$ cat src/rtl/multicycle_controller.sv
// Multicycle MIPS main control FSM.
// Sequences the shared datapath and counts retired instructions.
module multicycle_controller (
  input  logic        clk,
  input  logic        rst,
  input  logic [5:0]  opcode,
  input  logic [5:0]  funct,
  input  logic        zero,
  input  logic        mem_ready,
  output logic        pc_en,
  output logic        pc_write,
  output logic        branch,
  output logic        i_or_d,
  output logic        mem_read,
  output logic        mem_write,
  output logic        ir_write,
  output logic        reg_dst,
  output logic        mem_to_reg,
  output logic        reg_write,
  output logic        alu_src_a,
  output logic [1:0]  alu_src_b,
  output logic [1:0]  pc_source,
  output logic [3:0]  alu_control,
  output logic [3:0]  state,
  output logic        illegal_op,
  output logic [31:0] instr_count
);

  typedef enum logic [3:0] {
    S_FETCH     = 4'd0,
    S_DECODE    = 4'd1,
    S_MEM_ADDR  = 4'd2,
    S_MEM_READ  = 4'd3,
    S_MEM_WB    = 4'd4,
    S_MEM_WRITE = 4'd5,
    S_EXECUTE   = 4'd6,
    S_ALU_WB    = 4'd7,
    S_BRANCH    = 4'd8,
    S_ADDI_EXEC = 4'd9,
    S_ADDI_WB   = 4'd10,
    S_JUMP      = 4'd11
  } state_t;

  localparam logic [3:0] ALU_AND = 4'b0000;
  localparam logic [3:0] ALU_OR  = 4'b0001;
  localparam logic [3:0] ALU_ADD = 4'b0010;
  localparam logic [3:0] ALU_SUB = 4'b0110;
  localparam logic [3:0] ALU_SLT = 4'b0111;
  localparam logic [3:0] ALU_SLL = 4'b1100;
  localparam logic [3:0] ALU_SRL = 4'b1101;

  state_t      r_state;
  state_t      w_next;
  logic [31:0] r_count;
  logic        w_retire;
  logic        w_funct_ok;
  logic [3:0]  w_r_alu;
  logic        w_is_mem;
  logic        w_is_lw;
  logic        w_is_r;
  logic        w_is_beq;
  logic        w_is_addi;
  logic        w_is_j;

  assign w_is_lw   = (opcode == 6'b100011);
  assign w_is_mem  = w_is_lw || (opcode == 6'b101011);
  assign w_is_r    = (opcode == 6'b000000);
  assign w_is_beq  = (opcode == 6'b000100);
  assign w_is_addi = (opcode == 6'b001000);
  assign w_is_j    = (opcode == 6'b000010);

  always_comb begin
    w_funct_ok = 1'b1;
    w_r_alu    = ALU_ADD;
    case (funct)
      6'b100000: w_r_alu = ALU_ADD;
      6'b100010: w_r_alu = ALU_SUB;
      6'b100100: w_r_alu = ALU_AND;
      6'b100101: w_r_alu = ALU_OR;
      6'b101010: w_r_alu = ALU_SLT;
      6'b000000: w_r_alu = ALU_SLL;
      6'b000010: w_r_alu = ALU_SRL;
      default:   w_funct_ok = 1'b0;
    endcase
  end

  always_comb begin
    w_next      = r_state;
    w_retire    = 1'b0;
    pc_write    = 1'b0;
    branch      = 1'b0;
    i_or_d      = 1'b0;
    mem_read    = 1'b0;
    mem_write   = 1'b0;
    ir_write    = 1'b0;
    reg_dst     = 1'b0;
    mem_to_reg  = 1'b0;
    reg_write   = 1'b0;
    alu_src_a   = 1'b0;
    alu_src_b   = 2'b00;
    pc_source   = 2'b00;
    alu_control = ALU_ADD;
    illegal_op  = 1'b0;
    case (r_state)
      S_FETCH: begin
        mem_read  = 1'b1;
        alu_src_b = 2'b01;
        ir_write  = mem_ready;
        pc_write  = mem_ready;
        if (mem_ready) w_next = S_DECODE;
      end
      S_DECODE: begin
        alu_src_b = 2'b11;
        unique case (1'b1)
          w_is_mem:               w_next = S_MEM_ADDR;
          (w_is_r && w_funct_ok): w_next = S_EXECUTE;
          w_is_beq:               w_next = S_BRANCH;
          w_is_addi:              w_next = S_ADDI_EXEC;
          w_is_j:                 w_next = S_JUMP;
          default: begin
            w_next     = S_FETCH;
            illegal_op = 1'b1;
          end
        endcase
      end
      S_MEM_ADDR: begin
        alu_src_a = 1'b1;
        alu_src_b = 2'b10;
        w_next    = w_is_lw ? S_MEM_READ : S_MEM_WRITE;
      end
      S_MEM_READ: begin
        mem_read = 1'b1;
        i_or_d   = 1'b1;
        if (mem_ready) w_next = S_MEM_WB;
      end
      S_MEM_WB: begin
        reg_write  = 1'b1;
        mem_to_reg = 1'b1;
        w_retire   = 1'b1;
        w_next     = S_FETCH;
      end
      S_MEM_WRITE: begin
        mem_write = 1'b1;
        i_or_d    = 1'b1;
        w_retire  = mem_ready;
        if (mem_ready) w_next = S_FETCH;
      end
      S_EXECUTE: begin
        alu_src_a   = 1'b1;
        alu_control = w_r_alu;
        w_next      = S_ALU_WB;
      end
      S_ALU_WB: begin
        reg_write   = 1'b1;
        reg_dst     = 1'b1;
        alu_control = w_r_alu;
        w_retire    = 1'b1;
        w_next      = S_FETCH;
      end
      S_BRANCH: begin
        alu_src_a   = 1'b1;
        alu_control = ALU_SUB;
        branch      = 1'b1;
        pc_source   = 2'b01;
        w_retire    = 1'b1;
        w_next      = S_FETCH;
      end
      S_ADDI_EXEC: begin
        alu_src_a = 1'b1;
        alu_src_b = 2'b10;
        w_next    = S_ADDI_WB;
      end
      S_ADDI_WB: begin
        reg_write = 1'b1;
        w_retire  = 1'b1;
        w_next    = S_FETCH;
      end
      S_JUMP: begin
        pc_write  = 1'b1;
        pc_source = 2'b10;
        w_retire  = 1'b1;
        w_next    = S_FETCH;
      end
      default: w_next = S_FETCH;
    endcase
    // reset blanks every output, so an abandoned access cannot complete
    if (rst) begin
      pc_write    = 1'b0;
      branch      = 1'b0;
      i_or_d      = 1'b0;
      mem_read    = 1'b0;
      mem_write   = 1'b0;
      ir_write    = 1'b0;
      reg_dst     = 1'b0;
      mem_to_reg  = 1'b0;
      reg_write   = 1'b0;
      alu_src_a   = 1'b0;
      alu_src_b   = 2'b00;
      pc_source   = 2'b00;
      alu_control = 4'b0000;
      illegal_op  = 1'b0;
    end
  end

  assign pc_en       = pc_write | (branch & zero);
  assign state       = rst ? 4'd0 : r_state;
  assign instr_count = rst ? 32'd0 : r_count;

  always_ff @(posedge clk) begin
    if (rst) begin
      r_state <= S_FETCH;
      r_count <= 32'd0;
    end else begin
      r_state <= w_next;
      if (w_retire) r_count <= r_count + 32'd1;
    end
  end

endmodule

$ cat config.mk
export PLATFORM = sky130hd
export DESIGN_NAME = multicycle_controller
export DESIGN_NICKNAME = d
export VERILOG_FILES = /design/src/rtl/multicycle_controller.sv
export SDC_FILE = /design/constraint.sdc
export NUM_CORES = 1
export LEC_CHECK = 0
export BUFFER_PORTS_ARGS = -buffer_cell sky130_fd_sc_hd__buf_2
export CORE_MARGIN = 10
export CORE_UTILIZATION = 40
export CTS_CLUSTER_SIZE = 28
export DETAILED_ROUTE_END_ITERATION = 8
export PLACE_DENSITY_LB_ADDON = 0.3
export SYNTH_ARGS = -nofsm -noshare
export SYNTH_HDL_FRONTEND = slang
export SYNTH_SLANG_ARGS = --single-unit
$ cat constraint.sdc
create_clock -name clk -period 2.3 [get_ports clk]
set_input_delay 0.115 -clock clk [delete_from_list [all_inputs] [get_ports clk]]
set_output_delay 0.115 -clock clk [all_outputs]
set_load 0.05 [all_outputs]
==> results.tsv <==
stage	metric	value	unit
critical_path	arrival	2.02	ns
timing	skew	0.00608	ns
yosys	muxShareOfSynthArea	0.408	%
clock_tree	cts.sinks	36	
power	p_leak	1.25	nW
yosys	synth_xor_area_share	8.21	%
clock_tree	post_cts_buffers	0	
placement	numPlacedInstances	458	
timing	finalCritPeriodShare	93.0	%
yosys	synthTopCellsByArea	dfxtp_1 29%, nor2b_1 8.2%, xor2_1 7.1%	
clock_tree	path_clk_slew	0.06	ns
global_routing	grt_max_degree	42	
clock_tree	holdBufCountCts	0	
yosys	synth_compound_area_share	19.8	%
global_routing	grt_pass1_wl	10900	µm
routing	first_pass_iters	4	
timing	finalHoldViolations	0	
routing	route.antenna.remaining_nets	0	
critical_path	crit_chain	buf_4 > nor4_1 > o311ai_0 > a21oi_1 > buf_2	
clock_tree	cts_root_buf	clkbuf_8	
routing	avgViaCountPerCell	5.44	
yosys	synth.distinct_cells	51	
timing	worst_pin_slew	0.470	ns
run_status	status	complete, no violations	
routing	vias	2521	
yosys	synthSimpleGateAreaFrac	37.1	%
routing	drt_iter0_drc	105	
layout	layout-drive-gt1-share	25.5	%
global_routing	grt_pass1_vias	2414	
yosys	avgSynthCellArea	7.60	µm²
layout	num-nets-final	407	
critical_path	criticalPathCategory	reg -> out	
yosys	synth_edf_count	0	
timing	rsz0062_at_grt	no	
critical_path	crit_fanout	19	
layout	num-fill-cells	595	
power	p_per_area	395	nW/µm²
yosys	synth_top_family_by_area	simple AND/OR/NAND/NOR gates	
yosys	yosysTopAreaCell	dfxtp_1	
run	maxCapViolCount	0	
clock_tree	cts_buffers	5	
critical_path	critPathMaxStageDelay	0.48	ns
critical_path	crit_slowest_cell	nor4_1	
timing	setup_viol	0	
routing	wire_per_inst	14.2	µm
yosys	yosysSeqAreaShare	29.4	%
yosys	synth_top_flop_cell	dfxtp_1	
worst_hold_path	hold_class	in -> reg	
critical_path	cp.required	2.18	ns
layout	final_util	49.9	%
routing	wl	6550	µm
timing	holdWs	0.176	ns
yosys	ys_warn_count	0	
timing	period_minus_slack	2.14	ns
die	core	5960	µm²
clock_tree	clk_latency	0.29	ns
global_routing	grt-ovfl-total	0	
timing	max_freq	468	MHz
timing	drv_slew	0	
die	pin_count	72	
clock_tree	htree_levels	2	
critical_path	cp.buffers_inverters	2	
yosys	syn-num-nets	340	
layout	n_antenna_cell	0	
critical_path	critPathTopFamily	buffers and inverters	
die	start_util	41.2	%
layout	area_delta_synth_final	21.0	%
yosys	synthAdderAreaFrac	0.510	%
yosys	async_flop_share	0	%
die	die_area	9670	µm²
critical_path	worst_setup_path_end_kind	primary output	
global_routing	antenna_found_initial	0	
global_routing	grtUsageTotal	12.8	%
power	vdd_drop_max	240	µV
yosys	synth_top_area_share	29.4	%
die	die_x	98.3	µm
timing	fin_tns_setup	0	ns
placement	place_area	2900	µm²
yosys	netlist_area	2450	µm²
timing	relSlewSlack	68.4	%
placement	io_buffers	71	
placement	place_hpwl	4950	µm
clock_tree	cts_tree	done	
yosys	syn_inst	323	
die	dieHeight	98.3	µm
critical_path	ff2ff_setup_slack	0.36	ns
yosys	synth_seq_cells	36	
clock_tree	clock_path_buffers	2	
die	row_count	28	
layout	fin_area	2970	µm²
layout	instances_no_fill	463	
placement	gp_congestion	0.840	
critical_path	critPathLaunchType	flip-flop	
clock_tree	post_cts_resized	0	
routing	drc_errors	0	
==> cell type report <==
| type | count | area [µm²] | area share, % |
|---|---|---|---|
| Clock buffer | 5 | 68.8 | 2.32 |
| Inverter | 7 | 26.3 | 0.884 |
| Multi-Input combinational cell | 259 | 1630 | 54.9 |
| Sequential cell | 36 | 721 | 24.3 |
| Tap cell | 75 | 93.8 | 3.16 |
| Timing Repair Buffer | 81 | 430 | 14.5 |
==> cells in the final DEF (no fill, tap or decap), drive strengths merged, types with 2 or more instances in the layout <==
cell type / Yosys / layout
o31ai: 3 / 3
buf: 7 / 81
and3: 6 / 6
or2: 2 / 2
nand2b: 7 / 7
nor2b: 32 / 32
a31oi: 2 / 2
o21ai: 18 / 18
a21oi: 15 / 15
a2111oi: 2 / 2
nand4: 4 / 4
nor3: 14 / 14
nand3: 9 / 9
nor2: 41 / 41
or3: 11 / 11
dfxtp: 36 / 36
o2111ai: 13 / 13
or4: 2 / 2
clkbuf: 14 / 5
nand3b: 2 / 2
xor2: 20 / 20
and2: 2 / 2
inv: 7 / 7
nand2: 19 / 19
o211ai: 6 / 6
nor4: 10 / 10
a21o: 2 / 2
xnor2: 3 / 3
==> path summary, 6_finish.rpt <==
kind | startpoint | end | depth (start not counted)
worst max register to register | r_count[8] | r_count[28] | 5
worst min register to register | r_count[31] | r_count[31] | 2
worst max-delay path | r_state[2] | illegal_op | 5
worst min-delay path | opcode[5] | r_state[0] | 4
==> synth_stat cells (3+ instances only) <==
master / n
a21oi_1: 15
and3_1: 6
buf_1: 3
buf_2: 3
clkbuf_1: 13
dfxtp_1: 36
inv_1: 6
nand2_1: 19
nand2b_1: 7
nand3_1: 9
nand4_1: 3
nor2_1: 41
nor2b_1: 32
nor3_1: 13
nor4_1: 8
o2111ai_1: 11
o211ai_1: 6
o21ai_0: 17
o31ai_1: 3
or3_1: 11
xnor2_1: 3
xor2_1: 20
==> worst reg2reg max path, delay by kind of cell (launching register included) <==
family,cells,cell delay [ns]
AND/OR/NAND/NOR,3,1.04
AO/OA/AOI/OAI,2,0.40
flip-flops,1,0.45
==> sequential cells by signal, indices dropped and copies added (netlist names) <==
| register | flops |
|---|---|
| r_state | 4 |
| r_count | 32 |
==> kinds of logic after synthesis <==
family	count (synthesis)
multiplexers	1
AO/OA/AOI/OAI	70
adder cells (fa/ha/maj)	1
buffers and inverters	28
AND/OR/NAND/NOR	164
flip-flops	36
XOR/XNOR	23
==> where the power goes <==
| part | total [mW] | internal (mW) | switching (mW) |
|---|---|---|---|
| Sequential | 0.627 | 0.625 | 0.00208 |
| Clock | 0.405 | 0.195 | 0.210 |
| Combinational | 0.141 | 0.0404 | 0.101 |
| Total | 1.17 | 0.860 | 0.312 |
==> per-stage QoR <==
| stage | setup slack [ns] | power (mW) |
|---|---|---|
| floorplan | -0.135 | 0.734 |
| global placement | 0.431 | 0.781 |
| detailed placement | 0.382 | 0.782 |
| CTS | 0.172 | 1.18 |
| global route | 0.00146 | 1.22 |
| finish | 0.161 | 1.17 |
==> layer usage <==
metal | GRT usage (%) | up-vias | share of wire (%)
li1 | - | 1291 | -
met1 | 14.8 | 1146 | 45
met2 | 21.0 | 75 | 44
met3 | 4.37 | 9 | 8.7
met4 | 5.62 | 0 | 1.5
met5 | 0 | - | 0
No activity file was read; power rests on OpenSTA's default activity.
